## config.mk

```make
export PLATFORM = sky130hd
export DESIGN_NAME = ncpu32k_pipe_slice
export DESIGN_NICKNAME = d
export VERILOG_FILES = /design/src/rtl/ncpu32k_pipe_slice.sv
export SDC_FILE = /design/constraint.sdc
export NUM_CORES = 1
export LEC_CHECK = 0
export ABC_AREA = 1
export BUFFER_PORTS_ARGS = -buffer_cell sky130_fd_sc_hd__buf_4
export CAP_MARGIN = 20
export CORE_ASPECT_RATIO = 0.75
export CORE_MARGIN = 1
export CORE_UTILIZATION = 55
export CTS_CLUSTER_DIAMETER = 120
export DETAILED_ROUTE_END_ITERATION = 10
export GPL_ROUTABILITY_DRIVEN = 0
export HOLD_SLACK_MARGIN = 0.02
export PLACE_DENSITY_LB_ADDON = 0.2
export SYNTH_ARGS = -nofsm -noshare
export SYNTH_HDL_FRONTEND = slang
export SYNTH_SLANG_ARGS = --single-unit
```

## constraint.sdc

```tcl
create_clock -name CLK -period 2.8 [get_ports CLK]
set_clock_uncertainty 0.15 [all_clocks]
set_input_delay 0.42 -clock CLK [delete_from_list [all_inputs] [get_ports CLK]]
set_output_delay 0.42 -clock CLK [all_outputs]
set_load 0.03 [all_outputs]
```

## src/rtl/ncpu32k_pipe_slice.sv

```systemverilog
// Two-entry registered valid/ready skid slice between CPU pipeline stages.
// Optional synchronous flush port when NCPU_PIPE_SLICE_FLUSH_EN is defined.
module ncpu32k_pipe_slice #(
    parameter int DW = 32,
    parameter logic [DW-1:0] RST_VECTOR = {DW{1'b0}}
) (
    input  logic          CLK,
    input  logic          RST_n,
`ifdef NCPU_PIPE_SLICE_FLUSH_EN
    input  logic          i_flush,
`endif
    input  logic          i_valid,
    output logic          o_ready,
    input  logic [DW-1:0] i_data,
    output logic          o_valid,
    input  logic          i_ready,
    output logic [DW-1:0] o_data
);

    typedef enum logic [1:0] {
        S_EMPTY = 2'b00,
        S_ONE   = 2'b01,
        S_TWO   = 2'b10
    } state_t;

    state_t        state_q, state_d;
    logic          valid_q, ready_q;
    logic [DW-1:0] main_q, main_d;
    logic [DW-1:0] skid_q, skid_d;
    logic          main_ld, skid_ld;
    logic          in_fire, out_fire;

    assign in_fire  = i_valid & ready_q;
    assign out_fire = valid_q & i_ready;

    always_comb begin
        state_d = state_q;
        main_ld = 1'b0;
        skid_ld = 1'b0;
        main_d  = i_data;
        skid_d  = i_data;
        case (state_q)
            S_EMPTY: begin
                if (in_fire) begin
                    main_ld = 1'b1;
                    state_d = S_ONE;
                end
            end
            S_ONE: begin
                if (in_fire && out_fire) begin
                    main_ld = 1'b1;
                end else if (in_fire) begin
                    skid_ld = 1'b1;
                    state_d = S_TWO;
                end else if (out_fire) begin
                    state_d = S_EMPTY;
                end
            end
            S_TWO: begin
                if (out_fire) begin
                    main_ld = 1'b1;
                    main_d  = skid_q;
                    state_d = S_ONE;
                end
            end
            default: state_d = S_EMPTY;
        endcase
`ifdef NCPU_PIPE_SLICE_FLUSH_EN
        // Flush drops any incoming beat but leaves the data registers intact
        if (i_flush) begin
            main_ld = 1'b0;
            skid_ld = 1'b0;
            state_d = S_EMPTY;
        end
`endif
    end

    always_ff @(posedge CLK or negedge RST_n) begin
        if (!RST_n) begin
            state_q <= S_EMPTY;
            valid_q <= 1'b0;
            ready_q <= 1'b1;
        end else begin
            state_q <= state_d;
            valid_q <= (state_d != S_EMPTY);
            ready_q <= (state_d != S_TWO);
        end
    end

    always_ff @(posedge CLK or negedge RST_n) begin
        if (!RST_n) begin
            main_q <= RST_VECTOR;
            skid_q <= RST_VECTOR;
        end else begin
            if (main_ld) main_q <= main_d;
            if (skid_ld) skid_q <= skid_d;
        end
    end

    assign o_valid = valid_q;
    assign o_ready = ready_q;
    assign o_data  = main_q;

endmodule

```

Yosys cells after proc, flatten, opt, wreduce, memory -nomap -nowiden
Index checks and enable logic that the tools add are counted.

operators by class
  muxes and demuxes = 14
  bitwise gates (word level) = 2
  reductions and logical operators = 3
  equal/unequal tests = 3

operators with widths
  kind                                                              number
  32-bit 2-to-1 mux                                                 2
  2-bit 2-to-1 mux                                                  5
  2-bit one-hot mux with 3 select lines                             1
  1-bit 2-to-1 mux                                                  5
  1-bit one-hot mux with 3 select lines                             1
  1-bit AND                                                         2
  2-bit by 1-bit == test with 1-bit output (second input constant)  1
  2-bit == test (second input constant)                             1
  2-bit logical NOT                                                 1
  2-bit != test (second input constant)                             1
  2-bit nonzero test                                                1
  1-bit logical AND                                                 1

word-level totals
  input bits = 36
  flip-flop bits (word level) = 68
  output and inout port bits = 34

Longest topological paths before layout
  depth in word-level cells = 6
  gate-level depth with buffers = 9
  mapped depth without buffers = 7

Worst setup path after synthesis
OpenSTA, ideal clock, no wires.

  path type = reg2reg
  start = reg ready_q (netlist: o_ready)
  end = reg main_q[0] (netlist: o_data[0])
  data required time = 2584 ps
  path slack = 1089 ps
  clock period less this slack = 1711 ps
  path buffers = 1
  stages on the path, launching flop included = 8
  data arrival time = 1495 ps
  cells stage by stage = dfstp_2 -> nand2_1 -> nor2_2 -> nand2_1 -> nand2_1 -> buf_2 -> nand2_1 -> nand2_1

on the way
  word-level cells in the longest chain between the ends = 4

ends and longest elaborated chain
  what                                       line  text
  start: declaration                         27    logic valid_q, ready_q;
  start signal: assignment                   86    ready_q <= (state_d != S_TWO);
  1-bit AND (*)                              33    assign in_fire = i_valid & ready_q;
  1-bit logical AND                          50    if (in_fire && out_fire) begin
  1-bit 2-to-1 mux                           50
  1-bit one-hot mux with 3 select lines (*)  42    case (state_q)
  end signal: assignment                     95    if (main_ld) main_q <= main_d;
  end: declaration                           28    logic [DW-1:0] main_q, main_d;

Mark *: on every way between the ends. The rest lies on a longest branch, timed or not.
A chain may end at the register's enable or synchronous reset.

Final worst setup path
  start = reg valid_q (netlist: o_valid)
  end = reg valid_q (netlist: o_valid)

on the way
  word-level cells in the longest chain between the ends = 6

ends and longest elaborated chain
  what                                       line  text
  start: declaration                         27
  start signal: assignment                   85    valid_q <= (state_d != S_EMPTY);
  1-bit AND (*)                              34    assign out_fire = valid_q & i_ready;
  2-bit 2-to-1 mux                           55    end else if (out_fire) begin
  2-bit 2-to-1 mux                           52    end else if (in_fire) begin
  2-bit 2-to-1 mux                           50
  2-bit one-hot mux with 3 select lines (*)  42
  2-bit nonzero test (*)                     85

Marks and branches as above.

==> run_results.csv <==
group,metric,value,unit
status,run_status,"finished, final reports clean",
sta,total_of_endpoints_with_negative_setup_slack_in_the_final_report,0,
synthesis,yosys_most_used_dff,"dfrtp_1",
clock_tree,max-clock-path-buffers,2,
synthesis,synth_simple_gate_area_frac,0.4055,
clock_tree,cts.sink_count,68,
detailed_routing,routed_wire_length_per_instance,14.29,µm
detailed_routing,detailed_route_via_count,2930,
synthesis,synth_sequential_area_ratio,0.5470,
sta,setup_slack,819.0,ps
critical_path,timing.critical_path.to_type,"flop",
detailed_routing,vias_per_cell,5.356,
clock_tree,cts.repair_timing.setup_buffer_count,0,
power_and_ir_drop,power_density,1206,nW/µm²
synthesis,synth_top_family_by_area,"simple AND/OR/NAND/NOR gates",
detailed_routing,routed_wl,7814,µm
synthesis,synth_enable_flop_cells,0,
detailed_routing,drt_drc_violations_left,0,
place,dpl-instance-area,3687,µm²
critical_path,setup.worst_path.start_class,"flop",
layout,antenna_cells_inserted,0,
synthesis,synth.lib_cells_used.distinct,12,
grt,grt_pass1_wl,12510,µm
power_and_ir_drop,internal-power,2.819,mW
detailed_routing,met1_wire_length,3485,µm
detailed_routing,first_iter_violations,199,
worst_hold_path,worst_hold_path_type,"primary input to asynchronous set/reset pin",
clock_tree,cts.hold.buffers_added,0,
clock_tree,cts_repair_resize_count,0,
synthesis,count_of_synthesis_stage_warnings_from_yosys,0,
power_and_ir_drop,max-vdd-ir-drop,0.0007210,V
detailed_routing,final_antenna_net_count,0,
clock_tree,cts_buffers,9,
grt,grt.overflow.total,0,
clock_tree,clock_tree_from_tritoncts,"built",
clock_tree,clkTransAtPathRegs,70,ps
sta,max_slew_margin,0.4204,
critical_path,cp_slowest_cell,"nand2_2",
synthesis,yosysTopAreaCell,"dfrtp_1",
layout,final_nets,503,
sta,max_freq,504.8,MHz
synthesis,synth_area_leaders,"dfrtp_1, nand2_1, nand3_1",
power_and_ir_drop,netSwitchingPower,1.955,mW
sta,post_route_clock_period_utilization,0.7075,
detailed_routing,drt_first_pass_iters,5,
detailed_routing,route.met2.wl,3692,µm
grt,grt_max_degree,69,
synthesis,yosys.cell_count.top_type,"nand2_1",
power_and_ir_drop,clock_power_share,0.228,
synthesis,synth_nets,442,
power_and_ir_drop,seq_power_share,0.359,
grt,global_route.usage.total,0.2836,
sta,final.hold.worst_slack,32.12,ps
sta,rsz0062_at_grt,"no",
critical_path,worst-endpoint-arrival,2060,ps
synthesis,xor_and_xnor_fraction_of_the_mapped_netlist_area,0,
die,core-area,5410,µm²
synthesis,syn_area,3113,µm²
synthesis,yosys-mux-area-fraction,0,
detailed_routing,routed.top_layer,"met4",
layout,regArea,1703,µm²
power_and_ir_drop,netSwitchingFraction,0.4096,
clock_tree,clock_tree.htree_level_count,3,
sta,maxSlewViolCount,0,
synthesis,synth.ff_latch_count,68,
critical_path,worstPathCellList,"nand2_1 > inv_1 > nand2_2 > nand2_1 > buf_4 > nor2_1 > nand2_1",
critical_path,path_common_cell,"nand2_1",
layout,post_route_cells_drive_above_1_share,0.2076,
synthesis,synth_compound_gate_area_share,0.001608,
clock_tree,clockRootBuffer,"clkbuf_8",
die,floorplan.rows,23,
grt,grt_pass1_vias,2675,
layout,final_design_area_no_fill,3960,µm²
die,design.die.area,5968,µm²
sta,slew_of_the_pin_with_the_lowest_slew_margin,869.4,ps
synthesis,synthAdderAreaFrac,0,
run,drv.max_cap_violation_count,0,
sta,report.final.hold_viol_count,0,
die,design.portCount,70,
place,number_of_placed_instances_taps_included,531,
power_and_ir_drop,power.combinational.fraction,0.413,
layout,instances_no_fill,547,
critical_path,crit_type,"flop to flop",
synthesis,syn_area_per_cell,7.667,µm²
place,detailedPlacementHpwl,4719,µm
clock_tree,insertion_delay,350,ps
critical_path,largest_fanout_on_the_critical_path,31,
synthesis,synthDominantCellAreaShare,0.5386,
die,dieWidth,88.87,µm
layout,area_delta_synth_final,27.21,%
synthesis,synth-async-reset-ratio,1.000,
synthesis,synth_common_cells,"nand2_1, nand3_1, dfrtp_1, clkbuf_1",
power_and_ir_drop,static-leakage-power,2.236,nW
detailed_routing,detailed_routed_wire_length_on_met3,585,µm
die,initial_utilization,0.5754,
place,portBuffers,69,
layout,multiInputGateArea,1270,µm²
sta,finalCriticalPeriod,1981,ps
critical_path,cp.required,2880,ps
die,chipHeight,67.16,µm
grt,antenna_found_initial,0,
place,dpl_worst_slack,729.1,ps
layout,num-fill-cells,448,
critical_path,worst_path_largest_cell_delay,470,ps
synthesis,syn_inst,406,
sta,finalSetupTns,0,ps
[layout make-up]
class | instances | area share
Clock inverter | 6 | 0.03412
Multi-Input combinational cell | 304 | 0.3207
Timing Repair Buffer | 78 | 0.1510
Tap cell | 75 | 0.02370
Clock buffer | 10 | 0.03476
Sequential cell | 68 | 0.4300
Inverter | 6 | 0.005687
[cells in the final DEF (no fill, tap or decap), drive strengths merged]
cell type,netlist,final
nand2,203,203
o21ai,1,1
nand3,96,96
clkinvlp,0,2
dfstp,1,1
dfrtp,67,67
buf,12,78
inv,6,6
clkbuf,16,10
nor2,4,4
bufinv,0,4
[cell families (layout without fill, tap and decap cells)]
| kind of cell | after synthesis | in the layout |
|---|---|---|
| and+or+nand+nor | 303 | 303 |
| buffers and inverters | 34 | 100 |
| DFF | 68 | 68 |
| AOI/OAI and AO/OA | 1 | 1 |
[sequential cells by signal, indices dropped and copies added, names as in the netlist]
| register | flops |
|---|---|
| o_data | 32 |
| o_ready | 1 |
| o_valid | 1 |
| skid_q | 32 |
| state_q | 2 |
[power groups by stage]
| stage | Clock (mW) | Sequential [mW] | Combinational, mW |
|---|---|---|---|
| floorplan | 0 | 2.13 | 0.837 |
| global placement | 0 | 1.70 | 1.92 |
| detailed placement | 0 | 1.72 | 1.97 |
| CTS | 1.10 | 1.71 | 1.98 |
| global route | 1.15 | 1.77 | 2.17 |
| finish | 1.09 | 1.71 | 1.97 |
[worst max-delay path: cells and delay by family, from the launching register on]
kind,cells,cell delay (ps)
flip-flops,1,390
buffers and inverters,2,320
AND/OR/NAND/NOR,5,1000
[path summary, 6_finish.rpt]
kind | start | cells past startpoint | to | slack, ps
setup / recovery | o_valid | 7 | o_valid | 820
hold / removal | RST_n | 1 | o_data[21] | 30
setup reg to reg | o_valid | 7 | o_valid | 820
hold reg to reg | skid_q[13] | 2 | skid_q[13] | 330
max in group asynchronous | RST_n | 1 | skid_q[1] | 1900
min in group CLK | i_data[31] | 3 | skid_q[31] | 160
[stage by stage]
step | total power, mW | util
3_5_place_dp | 3.689 | 0.6815
4_1_cts | 4.795 | 0.7320
3_3_place_gp | 3.630 | 0.6815
2_1_floorplan | 2.967 | -
5_1_grt | 5.077 | 0.7320
6_report | 4.774 | 0.7320
[metal layers]
metal,GRT usage,up-vias
met2,0.4500,115
met3,0.08802,6
met4,0.08468,0
met1,0.3780,1391
met5,0,-
li1,-,1418
Power figures use the tool's default switching activity.
